**config.mk**
```make
export PLATFORM = sky130hd
export DESIGN_NAME = seq_mult8_cs4
export DESIGN_NICKNAME = d
export VERILOG_FILES = /design/src/rtl/seq_mult8_pkg.sv /design/src/rtl/seq_mult8_cs4_fullbasecell.sv /design/src/rtl/seq_mult8_cs4.sv
export SDC_FILE = /design/constraint.sdc
export NUM_CORES = 1
export LEC_CHECK = 0
export ABC_AREA = 1
export CAP_MARGIN = 30
export CORE_UTILIZATION = 50
export CTS_CLUSTER_SIZE = 8
export DETAILED_ROUTE_END_ITERATION = 6
export PLACE_DENSITY = 0.79
export SLEW_MARGIN = 20
export SYNTH_ARGS = -nofsm -noshare
export SYNTH_HDL_FRONTEND = slang
export SYNTH_SLANG_ARGS = --single-unit
```
**constraint.sdc**
```tcl
create_clock -name clk -period 10.7 [get_ports clk]
set_clock_uncertainty 0.15 [all_clocks]
set_input_delay 1.605 -clock clk [delete_from_list [all_inputs] [get_ports clk]]
set_output_delay 1.605 -clock clk [all_outputs]
set_load 0.02 [all_outputs]
```
**src/rtl/seq_mult8_pkg.sv**
```systemverilog
// Shared definitions for the iterative 8x8 multiplier.
//   - FSM state encoding (2 bits)
//   - step counter width
//   - per-step shift amounts and nibble-select masks
package seq_mult8_pkg;

  typedef enum logic [1:0] {
    IDLE = 2'd0,
    MUL  = 2'd1,
    DONE = 2'd2
  } state_t;

  localparam int unsigned STEP_W = 2;
  localparam logic [STEP_W-1:0] STEP_LAST = 2'd3;

  // Left shift applied to each 4x4 partial product, indexed by step.
  localparam logic [3:0] SHIFT_S0 = 4'd0;
  localparam logic [3:0] SHIFT_S1 = 4'd4;
  localparam logic [3:0] SHIFT_S2 = 4'd4;
  localparam logic [3:0] SHIFT_S3 = 4'd8;

  // Bit n set means "use the high nibble in step n".
  // Step order: lo*lo, hi*lo, lo*hi, hi*hi (factor1 * factor2).
  localparam logic [3:0] F1_HI_SEL = 4'b1010;
  localparam logic [3:0] F2_HI_SEL = 4'b1100;

  function automatic logic [3:0] step_shift(input logic [STEP_W-1:0] step);
    case (step)
      2'd0:    step_shift = SHIFT_S0;
      2'd1:    step_shift = SHIFT_S1;
      2'd2:    step_shift = SHIFT_S2;
      default: step_shift = SHIFT_S3;
    endcase
  endfunction

endpackage

```
**src/rtl/seq_mult8_cs4_fullbasecell.sv**
```systemverilog
// multiCS4_fullbasecell: combinational 4x4 unsigned multiplier.
// Partial-product rows are folded with 3:2 carry-save compression and a
// single carry-propagate add at the end.
//   a_i [3:0]  factor
//   b_i [3:0]  factor
//   p_o [7:0]  product a_i*b_i
module multiCS4_fullbasecell (
  input  logic [3:0] a_i,
  input  logic [3:0] b_i,
  output logic [7:0] p_o
);

  logic [7:0] s;
  logic [7:0] c;
  logic [7:0] r;
  logic [7:0] ns;
  logic [7:0] nc;

  always_comb begin
    s  = {4'b0000, a_i & {4{b_i[0]}}};
    c  = 8'h00;
    r  = 8'h00;
    ns = 8'h00;
    nc = 8'h00;
    for (int i = 1; i < 4; i++) begin
      r  = {4'b0000, a_i & {4{b_i[i]}}} << i;
      ns = s ^ c ^ r;
      nc = ((s & c) | (s & r) | (c & r)) << 1;
      s  = ns;
      c  = nc;
    end
    // Max 15*15 = 225, so the final 8-bit add cannot overflow.
    p_o = s + c;
  end

endmodule

```
**src/rtl/seq_mult8_cs4.sv**
```systemverilog
// seq_mult8_cs4: iterative 8x8 unsigned multiplier using one 4x4
// carry-save cell over four cycles, with valid/ready on both sides.
//   clk        clock
//   rst        synchronous active-high reset
//   factor1/2  [7:0] operands, captured on in_valid & in_ready
//   in_valid   operands present        in_ready  block can accept
//   product    [15:0] registered result, valid while out_valid
//   out_valid  result available        out_ready consumer accepts
//   busy       FSM not in IDLE
module seq_mult8_cs4
  import seq_mult8_pkg::*;
#(
  parameter bit EARLY_ZERO = 1'b1
) (
  input  logic        clk,
  input  logic        rst,
  input  logic [7:0]  factor1,
  input  logic [7:0]  factor2,
  input  logic        in_valid,
  output logic        in_ready,
  output logic [15:0] product,
  output logic        out_valid,
  input  logic        out_ready,
  output logic        busy
);

  state_t              state_q;
  logic [STEP_W-1:0]   step_q;
  logic [7:0]          f1_q;
  logic [7:0]          f2_q;
  logic [15:0]         acc_q;
  logic [15:0]         product_q;
  logic                in_ready_q;
  logic                out_valid_q;
  logic                busy_q;

  logic [3:0]          nib1_d;
  logic [3:0]          nib2_d;
  logic [7:0]          pp_d;
  logic [15:0]         addend_d;
  logic [15:0]         sum_d;
  logic                zero_d;

  // Nibble selection comes from the captured operands only, so the
  // factor inputs never reach the datapath after the handshake.
  always_comb begin
    nib1_d   = F1_HI_SEL[step_q] ? f1_q[7:4] : f1_q[3:0];
    nib2_d   = F2_HI_SEL[step_q] ? f2_q[7:4] : f2_q[3:0];
    addend_d = {8'h00, pp_d} << step_shift(step_q);
    // Max total is 0xFE01, the 16-bit sum never carries out.
    sum_d    = acc_q + addend_d;
    zero_d   = (factor1 == 8'h00) || (factor2 == 8'h00);
  end

  multiCS4_fullbasecell u_cell (
    .a_i (nib1_d),
    .b_i (nib2_d),
    .p_o (pp_d)
  );

  always_ff @(posedge clk) begin
    if (rst) begin
      state_q     <= IDLE;
      step_q      <= '0;
      f1_q        <= '0;
      f2_q        <= '0;
      acc_q       <= '0;
      product_q   <= '0;
      in_ready_q  <= 1'b1;
      out_valid_q <= 1'b0;
      busy_q      <= 1'b0;
    end else begin
      case (state_q)
        IDLE: begin
          if (in_valid && in_ready_q) begin
            f1_q       <= factor1;
            f2_q       <= factor2;
            acc_q      <= '0;
            step_q     <= '0;
            in_ready_q <= 1'b0;
            busy_q     <= 1'b1;
            if (EARLY_ZERO && zero_d) begin
              product_q   <= '0;
              out_valid_q <= 1'b1;
              state_q     <= DONE;
            end else begin
              state_q <= MUL;
            end
          end
        end
        MUL: begin
          acc_q  <= sum_d;
          step_q <= step_q + 1'b1;
          if (step_q == STEP_LAST) begin
            product_q   <= sum_d;
            out_valid_q <= 1'b1;
            state_q     <= DONE;
          end
        end
        DONE: begin
          // in_ready returns one cycle after the output handshake.
          if (out_ready) begin
            out_valid_q <= 1'b0;
            in_ready_q  <= 1'b1;
            busy_q      <= 1'b0;
            state_q     <= IDLE;
          end
        end
        default: begin
          state_q     <= IDLE;
          in_ready_q  <= 1'b1;
          out_valid_q <= 1'b0;
          busy_q      <= 1'b0;
        end
      endcase
    end
  end

  assign in_ready  = in_ready_q;
  assign out_valid = out_valid_q;
  assign product   = product_q;
  assign busy      = busy_q;

endmodule
```
== Word-level counts from Yosys, hierarchy flattened ==
Index checks and enable logic that the tools add are counted.

* Flip-flop bits (word level): 55
* Bits of input ports: 20
* Output and inout port bits: 19

* $add $sub $neg: 3
* Magnitude comparators: 1
* Eq/ne operators: 9
* Shift-type cells: 1
* Muxes and demuxes: 30
* Bitwise operators: 21
* Reductions and logical operators: 14

{| class="wikitable"
|+ Operator list
! operator !! count
|-
| $mux W16 || 4
|-
| $pmux W16 S2 || 2
|-
| $and A7 B7 Y7 || 4
|-
| $or A7 B7 Y7 || 4
|-
| $add A16 B16 Y16 || 1
|-
| $and A4 B4 Y4 || 4
|-
| $logic_not A8 Y1 || 2
|-
| $shl A8 B4 Y16 || 1
|-
| $xor A8 B8 Y8 || 2
|-
| $and A7 B6 Y7 || 2
|-
| $mux W2 || 5
|-
| $mux W1 || 9
|-
| $pmux W1 S3 || 3
|-
| $add A8 B8 Y8 || 1
|-
| $mux W4 || 2
|-
| $ne A2 B2 Y1 const B || 4
|-
| $pmux W4 S2 || 1
|-
| $reduce_and A4 Y1 || 2
|-
| $xor A8 B6 Y8 || 1
|-
| $xor A8 B7 Y8 || 1
|-
| $eq A2 B2 Y1 const B || 3
|-
| $pmux W2 S3 || 1
|-
| $reduce_and A3 Y1 || 2
|-
| $and A4 B5 Y5 || 1
|-
| 13 further kinds || 17
|}

== Logic depth before layout (Yosys ltp) ==
* Word-level depth: 16
* Gate-level depth with buffers: 27
* Mapped depth without buffers: 27

== By module ==
A second synthesis with hierarchy kept.

* Cells, all modules: 575
* Area, all modules: 3,682.3 um^2

{| class="wikitable"
|+ Modules (own cells, without submodules)
! module !! times used !! cells each !! area an instance (um^2) !! sequential area each (um^2)
|-
| seq_mult8_cs4 || 1 || 517 || 3,290.7 || 1,101.1
|-
| multiCS4_fullbasecell || 1 || 58 || 391.6 || 0.0
|}

== Least setup slack after synthesis ==
No wires, ideal clock.

* Kind: register to register
* Start: register step_q[1]
* End: register acc_q[7]
* Setup time: 0.132 ns
* Data arrival time: 4.204 ns
* Data required time: 10.418 ns
* Path slack: 6.214 ns
* Cell stages (with the launch flop): 23
* Path buffers: 1
* Cell sequence: dfxtp_1 -> clkbuf_1 -> mux2i_1 -> nor2_1 -> ha_1 -> inv_1 -> fa_1 -> inv_1 -> fa_1 -> ha_1 -> fa_1 -> xnor2_1 -> nand2_1 -> o21ai_0 -> nor2_1 -> ha_1 -> nand2_1 -> inv_1 -> a21oi_1 -> nand2_1 -> or2_2 -> nand3_1 -> a21oi_1

* Cells in the longest elaborated chain, start to end: 15
* Elaborated cells on any way between the ends: 35
* Classes of those cells: add/sub: 2; eq/ne: 2; shift: 1; mux: 8; bitwise: 20; reduce/logical: 2

{| class="wikitable"
|+ Ends and longest elaborated chain
! element !! RTL line !! text
|-
| start, declared || seq_mult8_cs4.sv:28 || <nowiki>logic [STEP_W-1:0] step_q;</nowiki>
|-
| start signal, assigned || seq_mult8_cs4.sv:93 || <nowiki>step_q <= step_q + 1'b1;</nowiki>
|-
| $bmux W1 S2 (on tied branches) || seq_mult8_cs4.sv:47, seq_mult8_cs4.sv:48 ||
|-
| $mux W1 (on tied branches) || seq_mult8_cs4.sv:47, seq_mult8_cs4.sv:48 ||
|-
| $mux W4 (on tied branches) || seq_mult8_cs4.sv:47, seq_mult8_cs4.sv:48 ||
|-
| $and A4 B4 Y4 (on tied branches) || seq_mult8_cs4_fullbasecell.sv:20, seq_mult8_cs4_fullbasecell.sv:26 ||
|-
| $xor A4 B5 Y5 or $and A4 B5 Y5 (tied branches) || seq_mult8_cs4_fullbasecell.sv:27, seq_mult8_cs4_fullbasecell.sv:28 ||
|-
| $and A7 B7 Y7 or $and A7 B6 Y7 (tied branches) || seq_mult8_cs4_fullbasecell.sv:28 || <nowiki>nc = ((s & c) | (s & r) | (c & r)) << 1;</nowiki>
|-
| $or A7 B7 Y7 (2 in series) || seq_mult8_cs4_fullbasecell.sv:28 ||
|-
| $and A7 B7 Y7 || seq_mult8_cs4_fullbasecell.sv:28 ||
|-
| $or A7 B7 Y7 (2 in series) || seq_mult8_cs4_fullbasecell.sv:28 ||
|-
| $add A8 B8 Y8 || seq_mult8_cs4_fullbasecell.sv:33 || <nowiki>p_o = s + c;</nowiki>
|-
| $shl A8 B4 Y16 (*) || seq_mult8_cs4.sv:49 || <nowiki>addend_d = {8'h00, pp_d} << step_shift(step_q);</nowiki>
|-
| $add A16 B16 Y16 (*) || seq_mult8_cs4.sv:51 || <nowiki>sum_d = acc_q + addend_d;</nowiki>
|-
| $pmux W16 S2 (*) || seq_mult8_cs4.sv:73 || <nowiki>case (state_q)</nowiki>
|-
| end signal, assigned || seq_mult8_cs4.sv:92 || <nowiki>acc_q <= sum_d;</nowiki>
|-
| end, declared || seq_mult8_cs4.sv:31 || <nowiki>logic [15:0] acc_q;</nowiki>
|}

Every way passes the cells marked *; elsewhere a longest branch is shown, timed or not. The select of a mux whose other input is x is not followed.
A chain may end at the register's enable or synchronous reset.

== Worst setup path after layout ==
Same ends and word-level chain as after synthesis.

==> impl_results.md <==
* Outcome: finished, final reports clean
* CTS Root Cell: clkbuf_8
* EDFF count, synth at 0
* Initial antenna violation count at 0
* Synthesis-to-finish area growth at 15.34%
* Final Hold Slack at ~0.31 ns
* Primary FF master, synth: dfxtp_1
* Max Clk Rate at 209.7 MHz
* Seq/Total Area, Yosys at 0.3214
* Share of layout cells above drive strength 1 at 0.05607
* Comb power frac at 0.515
* # DRC at 0
* Post-synth ARST share at 0
* Syn avg cell area at approximately 7 um2
* Leak at 1.841 nW
* Chip height at between 80 and 90 um
* Top cells by count, synth: nand2_1 (111), nor2_1 (77), dfxtp_1 (55), a21oi_1 (53), inv_1 (51)
* Mapped Area at approximately 3400 um2
* Post-CTS Hold Buffers at 0
* Most area-consuming cells after synthesis: dfxtp_1 (32%), nand2_1 (12%), nor2_1 (8.4%)
* Yosys reg bits at between 50 and 60
* Switching portion of total power at 0.4479
* CTS Buffer Depth at 2
* Sequential power share at 0.328
* Antenna Cells at 0
* Post-CTS Repair Setup Buffers at 0
* Syn Nets at between 500 and 600
* Final period util at 0.4457
* GR Util All Layers at 0.2332
* Worst-path clk slew at around 0.10 ns
* IO Port Bufs at 38
* Compound-Gate Fraction of Synth Area at 0.1618
* Synth unique cells at 33
* CP required at roughly 11 ns
* Multi-input gate area at ~2000 um2
* Routed via count at 3,235
* Initial Util at 0.5275
* Pwr/cell area at between 200 and 250 nW/um2
* TritonCTS clock tree: done
* Post-synth top area share at 0.3214
* Slew Viols, Final at 0
* Worst vdd ir at between 0.1 and 0.15 mV
* DRT Wirelength at between 7000 and 8000 um
* Max Cap Viol at 0
* Grt ovf at 0
* Simple-gate share of the synthesized area at 0.2889
* Average wire per standard cell at 12.89 um
* Cell accounting for the most synthesized area: dfxtp_1
* Final non-filler cell total at 612
* Worst-margin pin slew at between 0.9 and 1 ns
* Post-DP HPWL at slightly below 6000 um
* Fill cells at roughly 610
* RSZ-0062 raised after global routing: false
* Iter 0 DRT Violations at around 120
* Ports at 39
* Htree depth at 2
* Pre-Repair DR Iteration Count at 4
* Die X at 84.78 um
* TritonCTS Buffers at 5
* Core Area at ~6500 um2
* Die area at between 7000 and 8000 um2
* Setup TNS at 0 ns
* Post-DP Area at around 3800 um2
* Layout Nets at about 580
* Number of cells produced by synthesis at between 500 and 600
* Part of the power in the clock network at 0.157
* Relative slew slack at 0.3853
* Inst Count DP at ~600
* Warnings from Yosys at 0
* Gr busiest metal: met2
* Antenna viol nets, final at 0
* GR met2 Demand/Resource at 0.4072
* Setup crit end kind: register
* M3 GR Usage at 0.03048
* Vias per Instance at roughly 5.3
* Clk_lat worst skew at 0.32 ns
* WS Path Type: reg -> reg
* Met1 usage at 0.3013
* Largest family of logic cells by synthesized area: simple AND/OR/NAND/NOR gates
* Gpl congestion at between 0.9 and 1
* Design area at about 4000 um2
* Register cell area after layout at 1101 um2
* Rows at 29
* Hold Crit Class: reg -> reg
* Synth Area in Adders at 0.1271
* Minimum clock period at roughly 4.8 ns
* CTS resizes at 0
* Final Hold Viols at 0
* Sw Pwr at 412.3 uW
* CP arrival at 4.80 ns
* Vias in the first global route at about 3,000
* Cell internal pwr at 508.2 uW
* Crit start category: register
* Count leader, synth: nand2_1
* Clk sinks at 55
* Post-Synth XOR/XNOR Area at 0.002557
* First-pass GRT wire length at 13,540 um
* Setup Viol. Count Final at 0
* Mux cell area share after synthesis at 0.01169
* Max FO, Critical Path at 6
* Largest net degree at the start of global routing at 36
-- power groups by stage --
stage / registers, mW / clock network [mW] / logic (mW)
after global routing: 0.311 / 0.154 / 0.532
after floorplan: 0.332 / 0 / 0.314
after detailed placement: 0.306 / 0 / 0.470
final: 0.302 / 0.145 / 0.474
after global placement: 0.305 / 0 / 0.462
after CTS: 0.302 / 0.147 / 0.473
-- sequential cells by signal (all words and copies together) (netlist names) --
name / flops
step_q: 2
in_ready: 1
f2_q: 8
product: 16
f1_q: 8
state_q: 2
busy: 1
acc_q: 16
out_valid: 1
-- layout make-up --
cell class | count | area share
tap | 77 | 0.02438
clock inverter | 3 | 0.01203
multi-input combinational | 376 | 0.5133
clock buffer | 5 | 0.01742
inverter | 57 | 0.05415
sequential | 55 | 0.2787
timing repair buffer | 39 | 0.1001
-- kinds of logic after synthesis --
group | after synthesis
compound gates | 106
xor+xnor | 1
fa+ha+maj | 30
buf+inv | 73
flops | 55
mux | 4
simple gates | 235
-- final timing paths --
check | startpoint | endpoint | slack [ns] | depth (start not counted)
hold / removal | f1_q[5]$_SDFFE_PP0P_ | f1_q[5]$_SDFFE_PP0P_ | 0.31 | 2
setup reg to reg | step_q[1]$_SDFFE_PP0P_ | acc_q[7]$_SDFFE_PP0P_ | 5.93 | 21
hold reg to reg | f1_q[5]$_SDFFE_PP0P_ | f1_q[5]$_SDFFE_PP0P_ | 0.31 | 2
setup / recovery | step_q[1]$_SDFFE_PP0P_ | acc_q[7]$_SDFFE_PP0P_ | 5.93 | 21
-- critical path: stages (launching register included) --
cell and delay [ns]:
dfxtp_1 0.49, mux2i_1 0.38, nor2_1 0.09, ha_1 0.29, inv_1 0.05, fa_1 0.42, inv_1 0.08, fa_1 0.41
ha_1 0.22, fa_1 0.39, xnor2_1 0.19, nand2_1 0.06, o21ai_0 0.11, nor2_1 0.07, ha_1 0.34, nand2_1 0.11
inv_1 0.06, a21oi_1 0.14, nand2_1 0.12, or2_2 0.29, nand3_1 0.09, a21oi_1 0.07
-- per-layer routing --
| layer | vias up | share of wire |
|---|---|---|
| met5 | - | 0 |
| met4 | 0 | 0.017 |
| met3 | 10 | 0.034 |
| met2 | 69 | 0.48 |
| met1 | 1459 | 0.47 |
| li1 | 1697 | - |
-- placed cells by master (no fill, tap or decap), drive strengths merged, types with 8 or more instances in the layout --
cell             n
nor2            80
dfxtp           55
o21ai           44
a21oi           54
nand3           20
inv             58
ha              22
clkdlybuf4s50   38
fa               8
nand2          114
-- metrics by stage --
stage | utilization | total power [mW] | setup WS [ns]
final | 0.6084 | 0.9205 | 5.931
after global routing | 0.6084 | 0.9965 | 5.491
after CTS | 0.6060 | 0.9216 | 5.933
after detailed placement | 0.5881 | 0.7760 | 5.955
after global placement | 0.5881 | 0.7671 | 6.101
after floorplan | - | 0.6459 | 6.214
No activity file was read; power rests on OpenSTA's default activity.
